**config.mk**
```make
export PLATFORM = sky130hd
export DESIGN_NAME = uart_host_sched
export DESIGN_NICKNAME = d
export VERILOG_FILES = /design/src/rtl/uart_host_sched.sv
export SDC_FILE = /design/constraint.sdc
export NUM_CORES = 1
export LEC_CHECK = 0
export ABC_AREA = 1
export CORE_MARGIN = 2
export CORE_UTILIZATION = 55
export CTS_BUF_LIST = sky130_fd_sc_hd__clkbuf_4 sky130_fd_sc_hd__clkbuf_8
export DETAILED_ROUTE_END_ITERATION = 16
export HOLD_SLACK_MARGIN = 0.15
export PLACE_DENSITY_LB_ADDON = 0.08
export REMOVE_ABC_BUFFERS = 1
export SLEW_MARGIN = 15
export SYNTH_ARGS = -nofsm -noshare
export SYNTH_HDL_FRONTEND = slang
export SYNTH_SLANG_ARGS = --single-unit
```
**constraint.sdc**
```tcl
create_clock -name clk -period 4.1 [get_ports clk]
set_clock_uncertainty 0.1 [all_clocks]
set_input_delay 0.615 -clock clk [delete_from_list [all_inputs] [get_ports clk]]
set_output_delay 0.615 -clock clk [all_outputs]
set_load 0.05 [all_outputs]
```
**src/rtl/uart_host_sched.sv**
```systemverilog
// uart_host_sched: the only master of the UART core's CPU port.
// The scheduler polls STATUS and moves received bytes into a small
// first-word-fall-through FIFO. It also round-robin shares the TX register
// between NREQ byte-stream requesters. A pending RX byte always wins over TX.
module uart_host_sched #(
    parameter int NREQ     = 4,
    parameter int RX_DEPTH = 4
) (
    input  logic              clk,
    input  logic              rstn,
    input  logic              en,
    input  logic [NREQ-1:0]   req_valid,
    input  logic [8*NREQ-1:0] req_data,
    output logic [NREQ-1:0]   req_ready,
    output logic              rx_valid,
    output logic [7:0]        rx_data,
    input  logic              rx_ready,
    output logic              uart_wr,
    output logic [1:0]        uart_addr,
    output logic [7:0]        uart_wdata,
    input  logic [7:0]        uart_rdata,
    output logic [15:0]       tx_count,
    output logic [15:0]       rx_count
);
    localparam int GW = $clog2(NREQ);
    localparam int PW = $clog2(RX_DEPTH);

    localparam logic [1:0] ADDR_TX     = 2'd0;
    localparam logic [1:0] ADDR_RX     = 2'd1;
    localparam logic [1:0] ADDR_STATUS = 2'd2;

    typedef enum logic [1:0] {POLL, RX_READ, TX_WRITE} state_t;

    state_t        state, state_d;
    logic [GW-1:0] grant, grant_d, rr_ptr, arb_idx;
    logic          arb_hit;

    logic [7:0]    fifo_mem [RX_DEPTH];
    logic [PW-1:0] wr_ptr, rd_ptr;
    logic [PW:0]   fifo_cnt;
    logic          fifo_full, push, pop;

    assign fifo_full = (fifo_cnt == (PW+1)'(RX_DEPTH));
    assign rx_valid  = (fifo_cnt != '0);
    assign rx_data   = rx_valid ? fifo_mem[rd_ptr] : 8'h00;
    assign push      = (state == RX_READ);
    assign pop       = rx_valid && rx_ready;

    // Round-robin search: first valid requester at or after rr_ptr, wrapping.
    always_comb begin
        // NOTE: every always_comb output gets a default first so no path can infer a latch.
        arb_idx = '0;
        arb_hit = 1'b0;
        for (int k = 0; k < NREQ; k++) begin
            if (!arb_hit && req_valid[(int'(rr_ptr) + k) % NREQ]) begin
                arb_hit = 1'b1;
                arb_idx = GW'((int'(rr_ptr) + k) % NREQ);
            end
        end
    end

    // Next-state decision: POLL samples STATUS this cycle; RX beats TX.
    always_comb begin
        state_d = state;
        grant_d = grant;
        case (state)
            POLL: begin
                if (en && uart_rdata[0] && !fifo_full) begin
                    state_d = RX_READ;
                end else if (en && !uart_rdata[1] && arb_hit) begin
                    state_d = TX_WRITE;
                    grant_d = arb_idx;
                end
            end
            default: state_d = POLL;
        endcase
    end

    // Core port decode from registered state and grant only.
    always_comb begin
        uart_wr    = 1'b0;
        uart_addr  = ADDR_STATUS;
        uart_wdata = 8'h00;
        req_ready  = '0;
        case (state)
            RX_READ: begin
                uart_wr   = 1'b1;
                uart_addr = ADDR_RX;
            end
            TX_WRITE: begin
                uart_wr          = 1'b1;
                uart_addr        = ADDR_TX;
                uart_wdata       = req_data[int'(grant)*8 +: 8];
                req_ready[grant] = 1'b1;
            end
            default: ;
        endcase
    end

    // FSM, grant, round-robin pointer and byte counters.
    always_ff @(posedge clk) begin
        // NOTE: registered state is updated with non-blocking assignments so every flop samples pre-edge values.
        if (!rstn) begin
            state    <= POLL;
            grant    <= '0;
            rr_ptr   <= '0;
            tx_count <= '0;
            rx_count <= '0;
        end else begin
            state <= state_d;
            grant <= grant_d;
            if (state == TX_WRITE) begin
                tx_count <= tx_count + 16'd1;
                rr_ptr   <= (int'(grant) == NREQ - 1) ? '0 : grant + 1'b1;
            end
            if (state == RX_READ) begin
                rx_count <= rx_count + 16'd1;
            end
        end
    end

    // FIFO pointers and occupancy; push and pop may coincide.
    always_ff @(posedge clk) begin
        if (!rstn) begin
            wr_ptr   <= '0;
            rd_ptr   <= '0;
            fifo_cnt <= '0;
        end else begin
            if (push) wr_ptr <= wr_ptr + 1'b1;
            if (pop)  rd_ptr <= rd_ptr + 1'b1;
            case ({push, pop})
                2'b10:   fifo_cnt <= fifo_cnt + 1'b1;
                2'b01:   fifo_cnt <= fifo_cnt - 1'b1;
                default: fifo_cnt <= fifo_cnt;
            endcase
        end
    end

    // FIFO storage: the byte read from the core lands at the RX_READ edge.
    always_ff @(posedge clk) begin
        // NOTE: storage has no reset; emptiness comes from fifo_cnt and rx_data is masked while empty.
        if (push) fifo_mem[wr_ptr] <= uart_rdata;
    end
endmodule

```
=== Yosys cells after proc, flatten, opt, wreduce, memory -nomap -nowiden ===
Memory sizes are Yosys's and may differ from the RTL's. A register that Yosys moved wholly into a read port is not among the register bits.
Cells that the tools add are included.

* Reduce and logical (&&, ||, !) cells: 25
* Magnitude comparators: 6
* Mux-type cells: 34
* Bitwise operators: 6
* Eq/ne operators: 6
* Shift-type cells: 1
* Add/subtract/negate cells: 10

{| class="wikitable"
|+ Operator list
! operator !! number
|-
| $add A16 B1 Y16 const B || 2
|-
| $shiftx A32 B6 Y8 || 1
|-
| $mux W1 || 17
|-
| $mux W8 || 2
|-
| $mux W2 || 7
|-
| $lt A3 B4 Y1 const B || 3
|-
| $logic_and A1 B1 Y1 || 9
|-
| $add A2 B1 Y2 const B || 4
|-
| $bmux W1 S2 || 4
|-
| $reduce_or A2 Y1 || 4
|-
| $eq A2 B1 Y1 const B || 3
|-
| $lt A2 B3 Y1 const B || 2
|-
| $pmux W3 S2 || 1
|-
| $logic_not A1 Y1 || 5
|-
| $add A2 B2 Y2 const B || 2
|-
| $eq A2 B2 Y1 const B || 2
|-
| $mux W4 || 1
|-
| $pmux W2 S2 || 1
|-
| $reduce_bool A2 Y1 || 2
|-
| $add A3 B1 Y3 const B || 1
|-
| $and A1 B1 Y1 const A || 3
|-
| $eq A3 B3 Y1 const B || 1
|-
| $not A1 Y1 || 3
|-
| $reduce_and A3 Y1 || 1
|-
| 7 further kinds || 7
|}

* Memory bits (writable): 32
* Memories: 1
* Bits in registers: 45
* Input port bits: 48
* Output and inout bits: 56

{| class="wikitable"
|+ Memory list
! memory !! depth !! width !! rd ports !! clocked after Yosys merged registers in !! wr ports !! RTL line !! text
|-
| fifo_mem || 4 || 8 || 1 || 1 || 1 || 38 || <nowiki>logic [7:0] fifo_mem [RX_DEPTH];</nowiki>
|}

=== Logic depth before layout (Yosys ltp) ===
Gate-level depths: netlist of the first run.

* Depth after elaboration: 17
* Gate-level depth with buffers: 12
* Depth with buffers taken out: 11

=== Worst setup path after synthesis of the first run ===
Ideal clock, no wire load.

* Path type: reg2out
* Start point: register state[0]
* End point: output port uart_wdata[0]
* Arrival: 1.684 ns
* Data required time: 3.385 ns
* Slack: 1.701 ns
* Path buffers: 1
* Cell stages (with the launch flop): 6
* Path through: dfxtp_1 > inv_1 > ha_1 > inv_1 > clkbuf_1 > a21oi_1

* Cells in the longest elaborated chain, start to end: 2

{| class="wikitable"
|+ RTL lines
! element !! RTL line !! text
|-
| start: declaration || 34 || <nowiki>state_t state, state_d;</nowiki>
|-
| start signal: assignment || 110 || <nowiki>state <= state_d;</nowiki>
|-
| $eq A2 B2 Y1 || 85 || <nowiki>case (state)</nowiki>
|-
| $mux W8 || 85 ||
|-
| end: declaration || 20 || <nowiki>output logic [7:0] uart_wdata,</nowiki>
|}

Every way passes these cells.

=== Worst setup path in the final report of the first run ===
* Start point: register state[0]
* End point: output port uart_wdata[5]

Same word-level chain as after synthesis.

==> impl_metrics.tcl, run 1 <==
set metrics [dict create \
    status "finished, final reports clean" \
    combPwrFrac_pct 25.4 \
    p_per_area_nw_per_um2 365 \
    via_count 3718 \
    worstHoldPathCells 2 \
    clock_path_buffers 2 \
    core_area_um2 7210 \
    track_usage_pct 23.1 \
    die_w_um 89.9 \
    clockPowerShare_pct 29.6 \
    start_util_pct 56.3 \
    finalSetupViolations 0 \
    tightest_slew_ns 0.630 \
    diodes 0 \
    synth_area_per_cell_um2 7.69 \
    setup_tns_ns 0 \
    hp-start "rd_ptr[1]$_SDFFE_PN0N_" \
    slew_viol_final 0 \
    switching_share_pct 33.2 \
    crit_fanout 16 \
    crit_arrival_ns 2.73 \
    gr-total-overflow 0 \
    internal-power_uw 1300 \
    dieArea_um2 8090 \
    io_pins 104 \
    hold_class "reg2reg" \
    synthFlopType "dfxtp_1" \
    finalNetCount 691 \
    synth-seq-cells 79 \
    cts_hold_buf 0 \
    syn2layout_area_growth_pct 31.8 \
    dr.pass1.iters 4 \
    grt_pass1_wl_mm 15.5 \
    numClockSinks 79 \
    setup.worst_path.class "reg2out" \
    ir_drop_v 0.000208 \
    grt_max_degree 22 \
    clk_latency_ns 0.35 \
    synth_cells 528 \
    crit_path_start "state[0]$_SDFFE_PN0P_" \
    synth_edf_count 32 \
    numCtsBuffers 9 \
    critPathCaptureType "primary output" \
    post_cts_buffers 0 \
    cts_root_buf "clkbuf_8" \
    wl_per_cell_um 12.4 \
    r2r_cells 10 \
    p_seq_share_pct 45.0 \
    routed_via_density 5.08 \
    r2r-start "state[1]$_SDFFE_PP0P_" \
    r2r_slack_ns 1.75 \
    synth-async-reset-ratio_pct 0 \
    timing.rr.end "fifo_cnt[2]$_SDFFE_PN0P_" \
    dieHeight_um 89.9 \
    clk_pin_slew_ns 0.08 \
    cts.repair.resized 0 \
    final_cell_mix "nor2_1, clkdlybuf4s50_1, nand2_1, inv_1, o21ai_0" \
    fmax_ghz 0.290 \
    antenna_found_initial 0 \
    rows 31 \
    drt_iter0_drc 134 \
    rsz0062_at_grt "no" \
    grt_pass1_vias 3599 \
    cp-start-kind "flop" \
    drv_cap 0 \
    slew-limit-headroom_pct 57.9 \
    critPathRequiredTime_ns 3.38 \
    fin_crit_sh_pct 84.0 \
    postLayoutCoreUtil_pct 74.2 \
    finalWirelength_mm 9.10 \
    gp_congestion 0.840 \
    drive_gt1_share_pct 6.64 \
    final_common_cell "nor2_1" \
    synth_warnings 0 \
    cts_tree "done" \
    final_hold_viol_count 0 \
    htreeDepth 3 \
    ys_seq_area_share_pct 46.8 \
    fin_crit_ns 3.45 \
    synth.cell_area_um2 4060 \
    portBuffers 103 \
    antenna_left 0 \
    switchingPower_uw 648 \
    post-route-drc-count 0 \
    ys_types 29 \
    dp_hpwl_mm 6.67 \
    p_leak_uw 0.00208 \
]
[per-stage QoR]
step | instance area [um^2] | hold WS, ns | std cells | setup slack [ns] | power (uW)
2_1_floorplan | 3990 | 0.336 | 512 | 1.58 | 1210
5_1_grt | 5350 | 0.407 | 732 | 0.422 | 2040
3_5_place_dp | 5160 | 0.366 | 716 | 1.01 | 1390
4_1_cts | 5350 | 0.377 | 732 | 0.619 | 1960
6_report | 5350 | 0.376 | 732 | 0.655 | 1950
3_3_place_gp | 5160 | 0.346 | 716 | 1.04 | 1380
[worst max-delay path by stage]
stage               endpoint  slack (ns)  cells past startpoint
5_1_grt        uart_wdata[5]        0.42                      5
3_3_place_gp   uart_wdata[0]        1.04                      6
3_5_place_dp   uart_wdata[0]        1.01                      5
2_1_floorplan  uart_wdata[0]        1.58                      4
6_report       uart_wdata[5]        0.65                      5
4_1_cts        uart_wdata[0]        0.62                      5
[power by group through the flow]
stage	logic, uW	clock network [uW]	registers (uW)
6_report	495	578	879
5_1_grt	540	612	884
4_1_cts	497	586	879
3_5_place_dp	496	0	897
3_3_place_gp	484	0	895
2_1_floorplan	308	0	900
[synth_stat cells (2+ instances only)]
library cell / count / area (um^2)
clkbuf_1: 9 / 33.8
nand3_1: 19 / 95.1
nand2_2: 5 / 31.3
nor2_2: 5 / 31.3
inv_1: 57 / 214
nor2_4: 2 / 22.5
nand2_1: 85 / 319
nor3_4: 2 / 32.5
nand4_1: 4 / 25.0
nor3_1: 12 / 60.1
dfxtp_1: 47 / 941
o21ai_0: 52 / 260
buf_2: 6 / 30.0
nor2_1: 104 / 390
o21ai_1: 2 / 10.0
ha_1: 14 / 175
nand3_2: 5 / 50.1
edfxtp_1: 32 / 961
a21oi_1: 50 / 250
inv_2: 4 / 15.0
xnor2_1: 4 / 35.0
[routing by layer]
layer / up-vias / routed length [um] / track usage [%]
li1: 1929 / - / -
met1: 1666 / 3900 / 26.9
met2: 119 / 4530 / 42.0
met3: 4 / 625 / 6.37
met4: 0 / 46 / 6.54
met5: - / 0 / 0
[worst max-delay path, cell delays in order, from the launching register on]
cell	delay [ns]
dfxtp_1	0.33
inv_1	0.09
ha_1	0.49
inv_1	0.38
a21oi_1	0.26
clkdlybuf4s50_1	0.84
[area by class of cell]
class / instances / area, um^2
sequential: 79 / 1900
fill: 557 / 1860
multi-input combinational: 371 / 1850
timing repair buffer: 105 / 1050
inverter: 62 / 238
clock buffer: 9 / 124
tap: 99 / 124
clock inverter: 7 / 71.3
[logic make-up after synthesis]
family | count (synthesis) | share of synthesized area, %
AOI/OAI and AO/OA | 108 | 13.6
xor gates and xnor gates | 4 | 0.863
buffers and inverters | 78 | 7.70
adders and majority gates | 15 | 4.81
and+or+nand+nor | 244 | 26.2
DFF | 79 | 46.8
[state kept, by name, summed over array words and instances, names as in the netlist, named ones only]
| name | count |
|---|---|
| fifo_cnt | 3 |
| state | 2 |
| grant | 2 |
| tx_count | 16 |
| wr_ptr | 2 |
| rx_count | 16 |
| rd_ptr | 2 |
| rr_ptr | 2 |
| fifo_mem | 32 |
Power figures use the tool's default switching activity.
==> run 2: changes to the inputs <==
--- a/config.mk
+++ b/config.mk
@@ -7,7 +7,7 @@
 export LEC_CHECK = 0
 export ABC_AREA = 1
 export CORE_MARGIN = 2
-export CORE_UTILIZATION = 55
+export CORE_UTILIZATION = 51
 export CTS_BUF_LIST = sky130_fd_sc_hd__clkbuf_4 sky130_fd_sc_hd__clkbuf_8
 export DETAILED_ROUTE_END_ITERATION = 16
 export HOLD_SLACK_MARGIN = 0.15
==> constraint.sdc (replaced) <==
create_clock -name clk -period 3.25 [get_ports clk]
set_clock_uncertainty 0.1 [all_clocks]
set_input_delay 0.4875 -clock clk [delete_from_list [all_inputs] [get_ports clk]]
set_output_delay 0.4875 -clock clk [all_outputs]
set_load 0.05 [all_outputs]
==> impl_metrics.tcl, run 2 (synthesis results as in run 1) <==
set metrics [dict create \
    status "finished, final reports clean" \
    crit_chain "inv_1 > nor2_1 > o21ai_0 > a21oi_1 > clkdlybuf4s50_1" \
    critPathCaptureType "primary output" \
    crit_fanout 9 \
    rows 32 \
    gp_congestion 0.855 \
    n_fill_cell 644 \
    hold_class "reg2reg" \
    grt_pass1_vias 3400 \
    dieArea_um2 8690 \
    grt_max_degree 20 \
    drive_gt1_share_pct 6.94 \
    wl_per_cell_um 11.9 \
    clockPowerShare_pct 27.6 \
    finalNetCount 692 \
    cts.repair.resized 0 \
    slew_viol_final 0 \
    cts_hold_buf 0 \
    critical_path.slowest_cell "clkdlybuf4s50_1" \
    p_leak_uw 0.00206 \
    postLayoutCoreUtil_pct 69.2 \
    switching_share_pct 34.3 \
    setup_tns_ns 0 \
    numCtsBuffers 9 \
    finalWirelength_mm 8.79 \
    final_common_cell "nor2_1" \
    cts_tree "done" \
    portBuffers 103 \
    post-route-drc-count 0 \
    dieHeight_um 93.2 \
    slowest_delay_ns 0.83 \
    post_cts_buffers 0 \
    io_pins 104 \
    die_w_um 93.2 \
    track_usage_pct 21.5 \
    crit_arrival_ns 2.41 \
    slew-limit-headroom_pct 56.2 \
    fmax_ghz 0.334 \
    p_seq_share_pct 46.4 \
    clk_pin_slew_ns 0.08 \
    gr-total-overflow 0 \
    switchingPower_uw 819 \
    via_count 3679 \
    final_cell_mix "nor2_1, clkdlybuf4s50_1, nand2_1, inv_1, o21ai_0" \
    finalSetupViolations 0 \
    antenna_left 0 \
    htreeDepth 3 \
    p_per_area_nw_per_um2 447 \
    core_area_um2 7730 \
    reg_top3 "fifo_mem x32, rx_count x16, tx_count x16" \
    numClockSinks 79 \
    top_register "fifo_mem" \
    rsz0062_at_grt "no" \
    combPwrFrac_pct 25.9 \
    diodes 0 \
    antenna_found_initial 0 \
    final_hold_viol_count 0 \
    setup.worst_path.class "reg2out" \
    tightest_slew_ns 0.655 \
    fin_crit_sh_pct 92.2 \
    drt_iter0_drc 96 \
    start_util_pct 52.6 \
    critPathRequiredTime_ns 2.66 \
    clock_path_buffers 2 \
    cp-start-kind "flop" \
    cts_root_buf "clkbuf_8" \
    internal-power_uw 1570 \
    dr.pass1.iters 6 \
    largest_reg_flops 32 \
    ir_drop_v 0.000203 \
    dp_hpwl_mm 6.35 \
    routed_via_density 5.00 \
    clk_latency_ns 0.36 \
    syn2layout_area_growth_pct 31.6 \
    fin_crit_ns 3.00 \
    drv_cap 0 \
    grt_pass1_wl_mm 14.8 \
]
## run 2: cell types whose count changed in the layout (fill, tap and decap cells not counted), sizes merged
cell      change
buf           +1
bufinv        -1
clkinv        -1
clkinvlp      +3
inv           -1
## run 2: cell type report
cell class	instances	area (um^2)	area share, %
sequential	79	1900	35.6
multi-input combinational	371	1850	34.5
timing repair buffer	106	1050	19.7
inverter	62	238	4.45
tap	102	128	2.39
clock buffer	9	124	2.32
clock inverter	7	55.1	1.03
## run 2: critical path, delay by kind of cell (launching register included)
| kind | cells | cell delay, ns |
|---|---|---|
| compound gates | 2 | 0.27 |
| flops | 1 | 0.55 |
| buf+inv | 2 | 1.08 |
| simple gates | 1 | 0.15 |
## run 2: power by group through the flow
stage               clock network, uW  logic [uW]  registers [uW]
global placement                    0         611            1130
global route                      709         678            1120
floorplan                           0         388            1140
CTS                               676         625            1110
finish                            661         619            1110
detailed placement                  0         622            1130
## run 2: metal layers
metal	share of wire, %	up-vias	GRT usage, %	routed length, um
met2	48	95	36.8	4220
li1	-	1921	-	-
met1	44	1652	25.5	3880
met4	1.2	0	7.84	108
met5	0	-	0	0
met3	6.6	11	6.45	577
## run 2: through the flow
stage | setup WS (ns) | hold slack, ns | std cells | power (uW) | cell area (um^2)
global route | 0.0696 | 0.401 | 736 | 2500 | 5350
detailed placement | 0.511 | 0.356 | 720 | 1760 | 5170
finish | 0.252 | 0.364 | 736 | 2390 | 5350
CTS | 0.215 | 0.370 | 736 | 2410 | 5350
floorplan | 0.853 | 0.336 | 512 | 1520 | 3990
global placement | 0.496 | 0.353 | 720 | 1740 | 5170
## run 2: final timing paths
check	startpoint	to	slack, ns	depth (start not counted)
hold reg to reg	rd_ptr[1]$_SDFFE_PN0N_	rd_ptr[1]$_SDFFE_PN0N_	0.36	2
setup / recovery	flop	rx_data[7]	0.25	5
setup reg to reg	state[1]$_SDFFE_PP0P_	fifo_cnt[2]$_SDFFE_PN0P_	0.97	10
hold / removal	rd_ptr[1]$_SDFFE_PN0N_	rd_ptr[1]$_SDFFE_PN0N_	0.36	2
